### src/rtl/midi_audio_pkg.sv
// Shared constants, parser state encoding and the note-to-phase-increment
// table generator used by the MIDI voice allocator and its frequency ROMs.
package midi_audio_pkg;

    localparam logic [3:0] NOTE_OFF = 4'h8;
    localparam logic [3:0] NOTE_ON  = 4'h9;
    localparam logic [3:0] PROG_CHG = 4'hC;
    localparam logic [3:0] CHAN_PRS = 4'hD;

    typedef enum logic [1:0] {
        P_IDLE,
        P_WAIT_D1,
        P_WAIT_D2,
        P_SKIP
    } parse_state_e;

    // Phase increment for a 48 kHz accumulator of width d, equal-tempered,
    // A4 (note 69) = 440 Hz. Only evaluated at elaboration time.
    function automatic logic [23:0] freq_table(input int n, input int d);
        real f;
        f = 440.0 * (2.0 ** ((real'(n) - 69.0) / 12.0))
            * (2.0 ** real'(d)) / 48000.0;
        return 24'($rtoi(f + 0.5));
    endfunction

endpackage

### src/rtl/midi_note_freq_rom.sv
// Registered 128-entry note -> phase-increment ROM for one voice channel.
// Ports: clk_i, rst_ni (async low), en_i (load), note_i[6:0], freq_o[D-1:0].
module midi_note_freq_rom
    import midi_audio_pkg::*;
#(
    parameter int D = 16
) (
    input  logic         clk_i,
    input  logic         rst_ni,
    input  logic         en_i,
    input  logic [6:0]   note_i,
    output logic [D-1:0] freq_o
);

    logic [D-1:0] rom [128];
    logic [D-1:0] freq_q;
    logic [D-1:0] freq_d;

    for (genvar i = 0; i < 128; i++) begin : g_rom
        localparam logic [23:0] V = freq_table(i, D);
        assign rom[i] = V[D-1:0];
    end

    // Only reload while the channel is sounding so a released voice
    // keeps its last increment and an unused voice stays at zero.
    always_comb begin
        freq_d = freq_q;
        if (en_i) begin
            freq_d = rom[note_i];
        end
    end

    always_ff @(posedge clk_i or negedge rst_ni) begin
        if (!rst_ni) begin
            freq_q <= '0;
        end else begin
            freq_q <= freq_d;
        end
    end

    assign freq_o = freq_q;

endmodule

### src/rtl/midi_audio_unit.sv
// MIDI Note On/Off parser and voice allocator driving per-channel oscillators.
// Ports: iCLK, inRST (async low), iMidiRd/iMidiRe byte stream in;
// oNoteNumber/oNoteOn per channel, oAudioFreq/oAudioPlay one cycle later.
module midi_audio_unit
    import midi_audio_pkg::*;
#(
    parameter int    pChannel       = 1,
    parameter int    pAudioBitDepth = 16,
    parameter string pSim           = "no"
) (
    input  logic                               iCLK,
    input  logic                               inRST,
    input  logic [7:0]                         iMidiRd,
    input  logic                               iMidiRe,
    output logic [pChannel*pAudioBitDepth-1:0] oAudioFreq,
    output logic [pChannel-1:0]                oAudioPlay,
    output logic [pChannel*7-1:0]              oNoteNumber,
    output logic [pChannel-1:0]                oNoteOn
);

    localparam int C = pChannel;
    localparam int D = pAudioBitDepth;

    parse_state_e state_q, state_d;
    logic         is_on_q, is_on_d;
    logic [6:0]   key_q, key_d;
    logic         skip2_q, skip2_d;

    logic [6:0]   note_q [C];
    logic [6:0]   note_d [C];
    logic [C-1:0] on_q, on_d;
    logic [C-1:0] play_q;
    logic [C-1:0] match;
    logic         hit;
    logic         found;
    logic         exec;

    logic [3:0]   hi;
    logic         b_rt, b_sys, b_stat, b_data;

    assign hi     = iMidiRd[7:4];
    assign b_rt   = (iMidiRd[7:3] == 5'b11111);
    assign b_sys  = (hi == 4'hF) && !b_rt;
    assign b_stat = iMidiRd[7] && (hi != 4'hF);
    assign b_data = !iMidiRd[7];

    always_comb begin
        match = '0;
        for (int c = 0; c < C; c++) begin
            match[c] = (note_q[c] == key_q);
        end
        hit = |(match & on_q);
    end

    always_comb begin
        state_d = state_q;
        is_on_d = is_on_q;
        key_d   = key_q;
        skip2_d = skip2_q;
        exec    = 1'b0;
        if (iMidiRe) begin
            unique case (1'b1)
                b_rt: begin
                end
                b_sys: state_d = P_IDLE;
                b_stat: begin
                    unique case (hi)
                        NOTE_OFF, NOTE_ON: begin
                            state_d = P_WAIT_D1;
                            is_on_d = hi[0];
                        end
                        PROG_CHG, CHAN_PRS: begin
                            state_d = P_SKIP;
                            skip2_d = 1'b0;
                        end
                        default: begin
                            state_d = P_SKIP;
                            skip2_d = 1'b1;
                        end
                    endcase
                end
                b_data: begin
                    unique case (state_q)
                        P_WAIT_D1: begin
                            key_d   = iMidiRd[6:0];
                            state_d = P_WAIT_D2;
                        end
                        P_WAIT_D2: begin
                            exec    = 1'b1;
                            state_d = P_WAIT_D1;
                        end
                        P_SKIP: begin
                            if (skip2_q) begin
                                skip2_d = 1'b0;
                            end else begin
                                state_d = P_IDLE;
                            end
                        end
                        default: begin
                        end
                    endcase
                end
            endcase
        end
    end

    // Allocation: a held note is left alone, otherwise the lowest free
    // channel takes it. Release clears every channel holding the key.
    always_comb begin
        note_d = note_q;
        on_d   = on_q;
        found  = 1'b0;
        if (exec) begin
            if (is_on_q && (iMidiRd[6:0] != 7'd0)) begin
                if (!hit) begin
                    for (int c = 0; c < C; c++) begin
                        if (!on_q[c] && !found) begin
                            note_d[c] = key_q;
                            on_d[c]   = 1'b1;
                            found     = 1'b1;
                        end
                    end
                end
            end else begin
                on_d = on_q & ~match;
            end
        end
    end

    always_ff @(posedge iCLK or negedge inRST) begin
        if (!inRST) begin
            state_q <= P_IDLE;
            is_on_q <= 1'b0;
            key_q   <= '0;
            skip2_q <= 1'b0;
            on_q    <= '0;
            play_q  <= '0;
            for (int c = 0; c < C; c++) begin
                note_q[c] <= '0;
            end
        end else begin
            state_q <= state_d;
            is_on_q <= is_on_d;
            key_q   <= key_d;
            skip2_q <= skip2_d;
            on_q    <= on_d;
            play_q  <= on_q;
            for (int c = 0; c < C; c++) begin
                note_q[c] <= note_d[c];
            end
        end
    end

    for (genvar c = 0; c < C; c++) begin : g_ch
        logic [D-1:0] freq;

        midi_note_freq_rom #(.D(D)) u_rom (
            .clk_i  (iCLK),
            .rst_ni (inRST),
            .en_i   (on_q[c]),
            .note_i (note_q[c]),
            .freq_o (freq)
        );

        assign oAudioFreq[c*D +: D]  = freq;
        assign oNoteNumber[c*7 +: 7] = note_q[c];
    end

    assign oNoteOn    = on_q;
    assign oAudioPlay = play_q;

    if (pSim == "yes") begin : g_sim
        always @(posedge iCLK) begin
            if (inRST && iMidiRe) begin
                assert (!$isunknown(iMidiRd));
            end
        end
    end

endmodule

### config.mk
export PLATFORM = sky130hd
export DESIGN_NAME = midi_audio_unit
export DESIGN_NICKNAME = d
export VERILOG_FILES = /design/src/rtl/midi_audio_pkg.sv /design/src/rtl/midi_note_freq_rom.sv /design/src/rtl/midi_audio_unit.sv
export SDC_FILE = /design/constraint.sdc
export NUM_CORES = 1
export LEC_CHECK = 0
export CORE_ASPECT_RATIO = 0.5
export CORE_MARGIN = 5
export CORE_UTILIZATION = 40
export CTS_CLUSTER_DIAMETER = 150
export CTS_CLUSTER_SIZE = 12
export DETAILED_ROUTE_END_ITERATION = 8
export GPL_TIMING_DRIVEN = 0
export PLACE_DENSITY = 0.59
export SLEW_MARGIN = 20
export SYNTH_ARGS = -nofsm -noshare
export SYNTH_HDL_FRONTEND = slang
export SYNTH_HIERARCHICAL = 1
export SYNTH_SLANG_ARGS = --single-unit
### constraint.sdc
create_clock -name iCLK -period 4.7 [get_ports iCLK]
set_clock_uncertainty 0.1 [all_clocks]
set_input_delay 1.175 -clock iCLK [delete_from_list [all_inputs] [get_ports iCLK]]
set_output_delay 1.175 -clock iCLK [all_outputs]
set_load 0.005 [all_outputs]
* After elaboration in Yosys (flattened, before gate mapping)
Memories as Yosys holds them, arrays and structs flattened. A register that Yosys moved wholly into a read port is not among the register bits. Cells that the tools add are included.
Operators by class: bitwise gates (word level) 7, mux-type cells 14, equal/unequal tests 16, reductions and logical operators 17
Operators with widths (number):
- $eq 4x4->1 const B | 5
- $pmux 2 s3 | 2
- $reduce_and 4->1 | 3
- $ne 4x4->1 const B | 2
- $not 7->8 | 1
- $eq 7x7->1 | 1
- $mux 1 | 7
- $reduce_bool 7->1 | 1
- $mux 2 | 3
- $reduce_and 3->1 | 2
- $eq 5x5->1 const B | 1
- $ne 5x2->1 const B | 1
- $eq 2x2->1 const B | 2
- $ne 2x2->1 const B | 2
- $not 1->1 | 4
- $pmux 1 s2 | 2
- $reduce_or 2->1 | 2
- $logic_and 1x1->1 | 3
- $logic_not 1->1 | 3
- $ne 3x2->1 const B | 1
- $reduce_bool 3->1 | 1
- $and 1x1->1 | 2
- $eq 2x1->1 const B | 1
- $reduce_and 2->1 | 1
- $reduce_bool 2->1 | 1
Word-level totals: input bits 11, memories 1, register bits 20, ROM bits 2048, logic and storage cells 62
Memory list:
- (name not given) | depth 128, bits a word 16, read ports 1, clocked after Yosys merged registers in 1, write ports 0, RTL line midi_note_freq_rom.sv:29 | freq_d = rom[note_i];

* Logic depth before layout (Yosys ltp)
Gate-level depths: netlist (run 1).
depth in word-level cells 5, mapped depth 10

* Cells and area by module
Netlist (run 1), hierarchy kept.
Modules (own cells, without submodules):
- midi_note_freq_rom | times used 1, sequential area each 375.4 um2, cells an instance 351, area an instance 2611.3 um2
- midi_audio_unit | times used 1, sequential area each 500.5 um2, cells an instance 74, area an instance 979.7 um2

* Least setup slack after synthesis (run 1)
OpenSTA, ideal clock, no wires.
kind flip-flop to flip-flop, from register note_q (netlist bit oNoteNumber[1]), to register g_ch[0].u_rom.freq_q[2], path buffers 2, slack 2018 ps, stages on the path, launching flop included 10, data arrival time 2438 ps, cells stage by stage dfrtp_1 > clkbuf_1 > inv_1 > ha_1 > buf_4 > nor2b_1 > nor2_1 > mux4_2 > a221oi_2 > o221ai_1
On the way: word-level cells in the longest chain between the ends 1
RTL lines:
- from (decl) | RTL line midi_audio_unit.sv:29 | logic [6:0] note_q [C];
- from (signal, indexed assignment) | RTL line midi_audio_unit.sv:149 | note_q[c] <= note_d[c];
- $not 7->8 (not written as such) | RTL line midi_note_freq_rom.sv:29
- to (decl) | RTL line midi_note_freq_rom.sv:16 | logic [D-1:0] freq_q;
Every way passes these cells. A chain may end at the register's enable or synchronous reset.

* Worst setup path in the final report (run 1)
from register note_q (netlist bit oNoteNumber[1]), to register g_ch[0].u_rom.freq_q[4]
Same word-level chain as after synthesis.

==> metrics.yaml, run 1 <==
critical_path:
  reg2reg_slack_ns: 1.05
  crit_top_cell: "clkbuf_1"
  critPathArrivalTime_ns: 3.74
  required_ns: 4.79
  end_kind: "flop"
  worst_r2r_path_depth: 8
  r2r-start: "oNoteNumber[1]"
  rr_endpoint: "g_ch[0].u_rom/freq_o[4]"
  cp_slowest_cell: "dfrtp_1"
  cp_cell_sequence: "clkbuf_1, inv_1, ha_1, clkbuf_1, mux4_2, o311ai_1, a211oi_1, o31ai_1"
  cp_max_fo: 16
  slowest_delay_ns: 0.80
  cp-start-kind: "flop"
  path_class: "reg -> reg"
finish:
  final_layout_size_suffix_gt1_share_pct: 18.0
  seq_area_um2: 876
  synthToLayoutAreaGrowth_pct: 18.2
  multi_input_comb_area_um2: 2430
  final_cells: 583
  final_nets: 490
  diodes: 0
  final_util_pct: 48.6
  fill_cells: 853
route:
  dr.first_iter.drc_count: 480
  drtPass1Iterations: 6
  dr_total_vias: 3861
  drc: 0
  wl_per_cell_um: 25.9
  via_per_inst: 6.62
  postRouteWirelength_mm: 15.1
  ant_nets: 0
min_path:
  hold_class: "reg -> reg"
  min-delay-start: "g_ch[0].u_rom/freq_o[12]"
  min_to: "g_ch[0].u_rom/freq_o[12]"
  hold_depth: 1
grt:
  grt_pass1_vias: 3712
  antenna_found_initial: 0
  grt_use_total_pct: 27.4
  grt.overflow.total: 0
  grt_pass1_wl_mm: 22.8
  grt_max_degree: 27
clock_tree:
  numCtsBuffers: 5
  root_buffer: "clkbuf_16"
  numClockSinks: 35
  post_cts_buffers: 0
  cts_buffer_depth: 2
  htree_levels: 2
  clkTransAtPathRegs_ns: 0.06
  cts_hold_buf: 0
  clk_latency_ns: 0.28
  cts_resized: 0
  cts_tree: "done"
logic_synthesis:
  yosysWarnings: 6
  synth.distinct_cells: 69
  ys_ff_latch: 35
  avgSynthCellArea_um2: 8.45
  synthArstFlopShare_pct: 100
  synth_edf_count: 0
  ys.flop_type: "dfrtp_1"
  yosys.area_share.simple_pct: 18.3
  muxShareOfSynthArea_pct: 14.3
  syn_nets: 449
  synth_area_um2: 3590
  synthCells: 425
  synth_compound_area_share_pct: 28.2
  synth_xor_area_share_pct: 2.44
  synth_top_family_by_area: "compound AO/OA/AOI/OAI gates"
  yosys.area_share.adder_pct: 4.53
  ys_seq_area_share_pct: 24.4
floorplanning:
  io_pins: 36
  start_util_pct: 41.1
  chipWidth_um: 144
  dieArea_um2: 11100
  dieHeight_um: 77
  rows: 24
  core_area_um2: 8740
outcome:
  status: "completed"
power:
  powerDensity_nw_per_um2: 761
  vdd_drop_max_mv: 0.316
  p_leak_nw: 1.65
timing:
  maxSlewViolCount: 0
  post-route-period-util_pct: 77.7
  rsz0062_at_grt: "no"
  setup-tns-final_ns: 0
  final.min_clock_period_ns: 3.65
  setup_viol: 0
  tightest_slew_ns: 0.874
  hold_viol: 0
  max-slew-margin-rel_pct: 41.0
  max_freq_mhz: 274
place:
  dp.cells: 576
  dp_hpwl_mm: 10.8
  globalplace.congestion: 0.977
  portBuffers: 33
run:
  max_cap_viol_count: 0
==> cell usage in the layout (no fill, tap or decap), types with 11 or more instances in the layout <==
cell | Yosys | final
a211oi_1 | 12 | 12
a21oi_1 | 24 | 24
buf_2 | 23 | 24
clkbuf_1 | 11 | 11
clkdlybuf4s50_1 | 0 | 32
dfrtp_1 | 35 | 35
ha_1 | 13 | 13
inv_1 | 13 | 13
mux2_2 | 16 | 16
nand2_1 | 38 | 38
nor2_1 | 30 | 30
nor3_1 | 14 | 14
o21ai_0 | 34 | 34
==> routing by layer <==
layer	vias to the layer above	wire length, um	track usage [%]
met2	312	5760	36.6
met5	-	0	0
met4	0	532	7.71
met1	1825	6470	39.2
li1	1672	-	-
met3	52	2310	12.4
==> worst max-delay path: cells and delay by family, from the launching register on <==
kind	cells	cell delay, ns
AO/OA/AOI/OAI	3	0.68
adder cells (fa/ha/maj)	1	0.29
buffers and inverters	3	1.09
flip-flops	1	0.80
multiplexers	1	0.58
==> worst max path at each step <==
stage | to | from
after global routing | g_ch[0].u_rom/freq_o[4] | oNoteNumber[1]
after detailed placement | g_ch[0].u_rom/freq_o[4] | oNoteNumber[1]
after CTS | g_ch[0].u_rom/freq_o[4] | oNoteNumber[1]
after floorplan | g_ch[0].u_rom/freq_o[2] | oNoteNumber[1]
after global placement | g_ch[0].u_rom/freq_o[4] | oNoteNumber[1]
final | g_ch[0].u_rom/freq_o[4] | oNoteNumber[1]
==> Yosys cell counts (8+ instances only) <==
master / count / area, um2
xnor2_1: 8 / 70.1
ha_1: 13 / 163
nor2_1: 30 / 113
clkbuf_1: 11 / 41.3
o211ai_1: 8 / 60.1
o21ai_0: 34 / 170
a31oi_1: 8 / 50.1
buf_2: 23 / 115
nor3_1: 14 / 70.1
dfrtp_1: 35 / 876
a211oi_1: 12 / 90.1
nor2b_1: 8 / 50.1
nand2_1: 38 / 143
inv_1: 13 / 48.8
nand3_1: 8 / 40.0
nand2b_1: 10 / 62.6
mux2_2: 16 / 180
a21oi_1: 24 / 120
==> through the flow <==
stage	total power [mW]	instance area, um2	setup slack [ns]	hold slack [ns]
CTS	3.14	4250	1.19	0.399
floorplan	1.95	3590	2.02	0.370
global placement	2.79	4070	1.19	0.369
global route	3.38	4250	0.874	0.427
finish	3.23	4250	1.05	0.395
detailed placement	2.74	4080	1.20	0.384
==> cells by family after synthesis <==
group	count (synthesis)
compound gates	142
xor+xnor	10
fa+ha+maj	13
buf+inv	57
flops	35
mux	37
other cells	1
simple gates	130
==> registers in the layout (all words and copies together), names as in the netlist <==
register           count
is_on_q                1
skip2_q                1
oAudioPlay             1
oNoteOn                1
g_ch.u_rom/freq_o     15
key_q                  7
state_q                2
oNoteNumber            7
==> power by group <==
part | internal, mW | switching [mW]
Combinational | 0.899 | 1.39
Clock | 0.247 | 0.136
Sequential | 0.414 | 0.148
Total | 1.56 | 1.67
==> area by class of cell <==
| cell class | count | share of cell area (%) |
|---|---|---|
| buffer | 42 | 5.28 |
| tap | 117 | 3.45 |
| sequential | 35 | 20.6 |
| inverter | 15 | 1.33 |
| multi-input combinational | 333 | 57.4 |
| clock inverter | 2 | 0.884 |
| clock buffer | 5 | 2.95 |
| timing repair buffer | 34 | 8.13 |
No activity file was read; power rests on OpenSTA's default activity.
==> inputs of run 2 (changes only) <==
Clock period 4.7 ns to 3.4 ns, I/O delays scaled along.
==> run 2 against run 1 <==
Worst setup slack got worse by 0.88 ns. Total power increased by 38%. Design area about the same. Via count unchanged. First-iteration DRC count increased by 0.21%. Critical path type unchanged. Combinational power increased by 38%. Hold slack got worse by 0.069 ns.
==> metrics.yaml, run 2 (same netlist as run 1, synthesis figures left out) <==
outcome:
  status: "completed"
critical_path:
  cp-start-kind: "flop"
  critPathArrivalTime_ns: 3.29  # -0.45 ns
  path_class: "reg -> reg"
  end_kind: "flop"
  required_ns: 3.46  # -1.33 ns
  cp_max_fo: 11  # -5
place:
  portBuffers: 33  # unchanged
  pre_cts_ws_ns: -0.0952  # -1.30 ns
  dp_hpwl_mm: 10.8  # unchanged
  globalplace.congestion: 0.977  # unchanged
  dp.cells: 576  # unchanged
grt:
  grt_pass1_wl_mm: 22.8  # unchanged
  grt_use_total_pct: 27.4  # unchanged
  grt_pass1_vias: 3712  # unchanged
  antenna_found_initial: 0  # unchanged
  grt.overflow.total: 0  # unchanged
  grt_max_degree: 27  # unchanged
min_path:
  hold_class: "in -> async"
finish:
  largest_register_ffs: 15  # unchanged
  diodes: 0  # unchanged
  final_nets: 490  # unchanged
  final_common_cell: "nand2_1"
  synthToLayoutAreaGrowth_pct: 18.3  # about the same
  final_cell_mix: "38 x nand2_1, 34 x o21ai_0, 34 x dfrtp_1, 32 x clkdlybuf4s50_1, 30 x nor2_1"
  final_layout_size_suffix_gt1_share_pct: 18.5  # +0.43 points
  final_cells: 583  # unchanged
timing:
  fin_ws_ns: 0.169  # -0.877 ns
  rsz0062_at_grt: "no"
  post-route-period-util_pct: 95.0  # +17 points
  max_freq_mhz: 310  # +13%
  hold_viol: 0  # unchanged
  max-slew-margin-rel_pct: 39.7  # -1.3 points
  maxSlewViolCount: 0  # unchanged
  setup_viol: 0  # unchanged
  hold-worst-slack_ns: 0.326  # -0.0693 ns
  setup-tns-final_ns: 0  # unchanged
  tightest_slew_ns: 0.893  # +0.0193 ns
  final.min_clock_period_ns: 3.23  # -0.423 ns
floorplanning:
  start_util_pct: 41.1  # unchanged
  io_pins: 36  # unchanged
  rows: 24  # unchanged
  chipWidth_um: 144  # unchanged
  dieHeight_um: 77  # unchanged
  core_area_um2: 8740  # unchanged
  dieArea_um2: 11100  # unchanged
power:
  p_leak_nw: 1.65  # +0.11%
  vdd_drop_max_mv: 0.438  # +38%
  power_mw: 4.47  # +38%
  powerDensity_nw_per_um2: 1050  # +38%
clock_tree:
  root_buffer: "clkbuf_16"
  numCtsBuffers: 5  # unchanged
  htree_levels: 2  # unchanged
  numClockSinks: 35  # unchanged
  cts_buffer_depth: 2  # unchanged
  post_cts_buffers: 0  # unchanged
  cts_tree: "done"
  clk_latency_ns: 0.28  # about the same
  clkTransAtPathRegs_ns: 0.06  # about the same
route:
  via_per_inst: 6.62  # unchanged
  postRouteWirelength_mm: 15.1  # +0.11%
  drc: 0  # unchanged
  ant_nets: 0  # unchanged
  dr.first_iter.drc_count: 481  # +0.21%
  drtPass1Iterations: 5  # -1
  wl_per_cell_um: 25.9  # +0.11%
  dr_total_vias: 3861  # unchanged
run:
  max_cap_viol_count: 0  # unchanged
## run 2: cell counts in the layout (fill, tap and decap cells not counted)
No cell type changed its count.
## run 2: critical path: stages (launching register included)
cell	delay, ns
dfrtp_1	0.50
buf_2	0.26
inv_1	0.10
buf_2	0.26
buf_2	0.33
ha_1	0.33
mux2_2	0.28
o21ai_0	0.30
a31oi_1	0.07
a311oi_1	0.43
o31ai_1	0.13
## run 2: path summary, 6_finish.rpt
kind	end	cells after the start	from	slack, ns
worst max-delay path	g_ch[0].u_rom/freq_o[4]	10	oNoteNumber[2]	0.17
worst min-delay path	g_ch[0].u_rom/freq_o[9]	1	inRST	0.33
worst max register to register	g_ch[0].u_rom/freq_o[4]	10	oNoteNumber[2]	0.17
worst min register to register	g_ch[0].u_rom/freq_o[12]	1	g_ch[0].u_rom/freq_o[12]	0.40
max in group asynchronous	oNoteNumber[1]	2	inRST	2.42
min in group iCLK	g_ch[0].u_rom/freq_o[12]	1	g_ch[0].u_rom/freq_o[12]	0.40
## run 2: what timing repair did
| item | CTS | global route |
|---|---|---|
| resized for setup | 1 | 2 |
| hold buffers | 0 | 0 |
| endpoints found under the setup margin | 4 | 6 |
## run 2: metal layers
metal | wire (um) | up-vias | global-route usage (%)
li1 | - | 1669 | -
met1 | 6710 | 1860 | 39.2
met2 | 5840 | 289 | 36.6
met3 | 2090 | 43 | 12.4
met4 | 447 | 0 | 7.71
met5 | 0 | - | 0
## run 2: cell type report
class,count,area [um2]
buffer,42,225
clock buffer,5,125
clock inverter,2,37.5
fill,853,4490
inverter,15,56.3
multi-input combinational,333,2430
sequential,35,877
tap,117,146
timing repair buffer,34,345
## run 2: where the power goes
part,internal [mW],total (mW),switching [mW]
Combinational,1.24,3.17,1.92
Clock,0.342,0.529,0.187
Sequential,0.574,0.776,0.203
Total,2.16,4.47,2.31
## run 2: stage by stage
step           utilization, %  cell area, um2
2_1_floorplan               -            3590
3_3_place_gp             46.5            4070
3_5_place_dp             46.7            4080
4_1_cts                  48.6            4250
5_1_grt                  48.6            4250
6_report                 48.6            4250
==> inputs of run 3 (changes only) <==
Settings changed: PLACE_DENSITY 0.59 to 0.56, RECOVER_POWER set to 25.
==> run 3 against run 2 <==
Worst setup slack better by 0.022 ns. Wire length fell by 2.5%. Critical path depth decreased by 1. Global-route usage is 0.16 points lower. Sequential cell count unchanged. Design area fell by 0.68%. Largest cell class unchanged. Highest routed layer unchanged. Sequential share of layout area up 0.14 points. Count of clock-buffer cells in the layout rose by 1. Sequential power up 0.9%. Via count is 0.36% higher.
==> metrics.yaml, run 3 (same netlist as run 1, synthesis figures left out) <==
timing:
  max_freq_mhz: 312  # +0.68%
  maxSlewViolCount: 0  # unchanged
  max-slew-margin-rel_pct: 5.12  # -35 points
  post-route-period-util_pct: 94.4  # -0.64 points
  hold_viol: 0  # unchanged
  rsz0062_at_grt: "no"
  setup_viol: 0  # unchanged
  tightest_slew_ns: 1.42  # +0.530 ns
  final.min_clock_period_ns: 3.21  # -0.0219 ns
  hold-worst-slack_ns: 0.391  # +0.0646 ns
floorplanning:
  core_area_um2: 8740  # unchanged
  io_pins: 36  # unchanged
  dieArea_um2: 11100  # unchanged
  start_util_pct: 41.1  # unchanged
  rows: 24  # unchanged
  dieHeight_um: 77  # unchanged
  chipWidth_um: 144  # unchanged
grt:
  grt_pass1_wl_mm: 23.0  # +0.81%
  grt_pass1_vias: 3802  # +2.4%
  antenna_found_initial: 0  # unchanged
  grt_max_degree: 26  # -3.7%
  grt_use_total_pct: 27.2  # -0.16 points
  grt.overflow.total: 0  # unchanged
clock_tree:
  clk_latency_ns: 0.29  # about the same
  cts_resized: 1  # unchanged
  post_cts_buffers: 0  # unchanged
  cts_tree: "done"
  cts_buffer_depth: 2  # unchanged
  cts_hold_buf: 0  # unchanged
  numCtsBuffers: 5  # unchanged
  numClockSinks: 35  # unchanged
  htree_levels: 2  # unchanged
  root_buffer: "clkbuf_16"
  clkTransAtPathRegs_ns: 0.06  # about the same
power:
  powerDensity_nw_per_um2: 1040  # -0.86%
  vdd_drop_max_mv: 0.463  # +5.7%
  clockPowerShare_pct: 11.1  # -0.7 points
  intPower_mw: 2.11  # -2.4%
  switching_share_pct: 52.1  # +0.41 points
  p_leak_nw: 1.64  # -0.91%
  p_sw_mw: 2.29  # -0.75%
  pwr-share-comb_pct: 71.1  # +0.3 points
  p_seq_share_pct: 17.8  # +0.4 points
min_path:
  min_to: "g_ch[0].u_rom/freq_o[12]"
  min-delay-start: "g_ch[0].u_rom/freq_o[12]"
  hold_class: "reg -> reg"
  hold_depth: 1
critical_path:
  required_ns: 3.49  # +0.03 ns
  reg2reg_slack_ns: 0.19  # +0.02 ns
  critPathArrivalTime_ns: 3.30  # about the same
  path_class: "reg -> reg"
  worst_r2r_path_depth: 9  # -1
  cp_max_fo: 16  # +5
  cp-start-kind: "flop"
  end_kind: "flop"
  rr_endpoint: "g_ch[0].u_rom/freq_o[4]"
  r2r-start: "oNoteNumber[1]"
finish:
  final_layout_size_suffix_gt1_share_pct: 18.2  # -0.21 points
  synthToLayoutAreaGrowth_pct: 17.5
  diodes: 0  # unchanged
  final_util_pct: 48.3  # -0.33 points
  fill_cells: 875  # +2.6%
  final_cell_mix: "38 x nand2_1, 34 x o21ai_0, 34 x dfrtp_1, 32 x clkdlybuf4s50_1, 30 x nor2_1"
  final_common_cell: "nand2_1"
  final_nets: 489  # -0.20%
  largest_register_ffs: 15  # unchanged
route:
  via_per_inst: 6.65  # +0.36%
  wl_per_cell_um: 25.2  # -2.5%
  drc: 0  # unchanged
  drtPass1Iterations: 6  # +1
  ant_nets: 0  # unchanged
  dr_total_vias: 3875  # +0.36%
  postRouteWirelength_mm: 14.7  # -2.5%
  dr.first_iter.drc_count: 698  # +45%
place:
  globalplace.congestion: 1.01  # +3.6%
  dp_hpwl_mm: 10.6  # -2.3%
  portBuffers: 33  # unchanged
outcome:
  status: "completed"
run:
  max_cap_viol_count: 0  # unchanged
-- run 3: cell types whose count changed in the layout (fill, tap and decap cells not counted) --
cell       before  now
buf_12          1    0
buf_2          24   23
bufinv_16       1    0
clkbuf_1       10   11
clkbuf_8        0    1
clkinv_4        0    1
-- run 3: worst max path at each step --
stage / from / endpoint / slack, ns / cells past startpoint
detailed placement: oNoteNumber[1] / g_ch[0].u_rom/freq_o[4] / -0.12 / 9
global route: oNoteNumber[1] / g_ch[0].u_rom/freq_o[4] / 0.10 / 9
finish: oNoteNumber[1] / g_ch[0].u_rom/freq_o[4] / 0.19 / 9
floorplan: oNoteNumber[1] / g_ch[0].u_rom/freq_o[2] / 0.72 / 9
CTS: oNoteNumber[1] / g_ch[0].u_rom/freq_o[4] / 0.07 / 9
global placement: oNoteNumber[1] / g_ch[0].u_rom/freq_o[2] / -0.19 / 9
-- run 3: critical path, cell delays in order (launching register included) --
cell,delay [ns]
dfrtp_2,0.60
clkbuf_2,0.33
inv_1,0.21
ha_1,0.33
buf_4,0.20
inv_1,0.11
mux4_2,0.53
o311ai_1,0.34
a211oi_1,0.10
o31ai_1,0.24
-- run 3: through the flow --
step                      setup slack [ns]  cell area [um2]  setup TNS [ns]  power [mW]  instances
after floorplan                      0.718             3590               0        2.69        425
after global placement              -0.189             4070          -0.724        3.83        575
after detailed placement            -0.124             4080          -0.266        3.76        576
after CTS                           0.0662             4240               0        4.27        584
after global routing                 0.103             4220               0        4.65        583
final                                0.191             4220               0        4.40        583
-- run 3: per-layer routing --
metal | global-route usage (%) | share of wire (%) | vias up
li1 | - | - | 1683
met4 | 8.46 | 3.8 | 0
met3 | 10.7 | 15 | 54
met1 | 39.4 | 42 | 1797
met2 | 36.7 | 40 | 341
met5 | 0 | 0 | -
-- run 3: cell type report --
cell class                      instances  area, um2  area share (%)
Sequential cell                        35        877            20.8
Buffer                                 41        221            5.25
Inverter                               15       56.3            1.33
Timing Repair Buffer                   34        328            7.77
Clock buffer                            6        139            3.29
Multi-Input combinational cell        333       2430            57.7
Tap cell                              117        146            3.47
Clock inverter                          2       16.3           0.386
-- run 3: power by group through the flow --
stage | combinational [mW] | clock, mW | sequential (mW)
finish | 3.13 | 0.489 | 0.783
global route | 3.32 | 0.523 | 0.810
CTS | 2.99 | 0.494 | 0.781
detailed placement | 2.98 | 0 | 0.787
global placement | 3.06 | 0 | 0.777
floorplan | 1.96 | 0 | 0.733
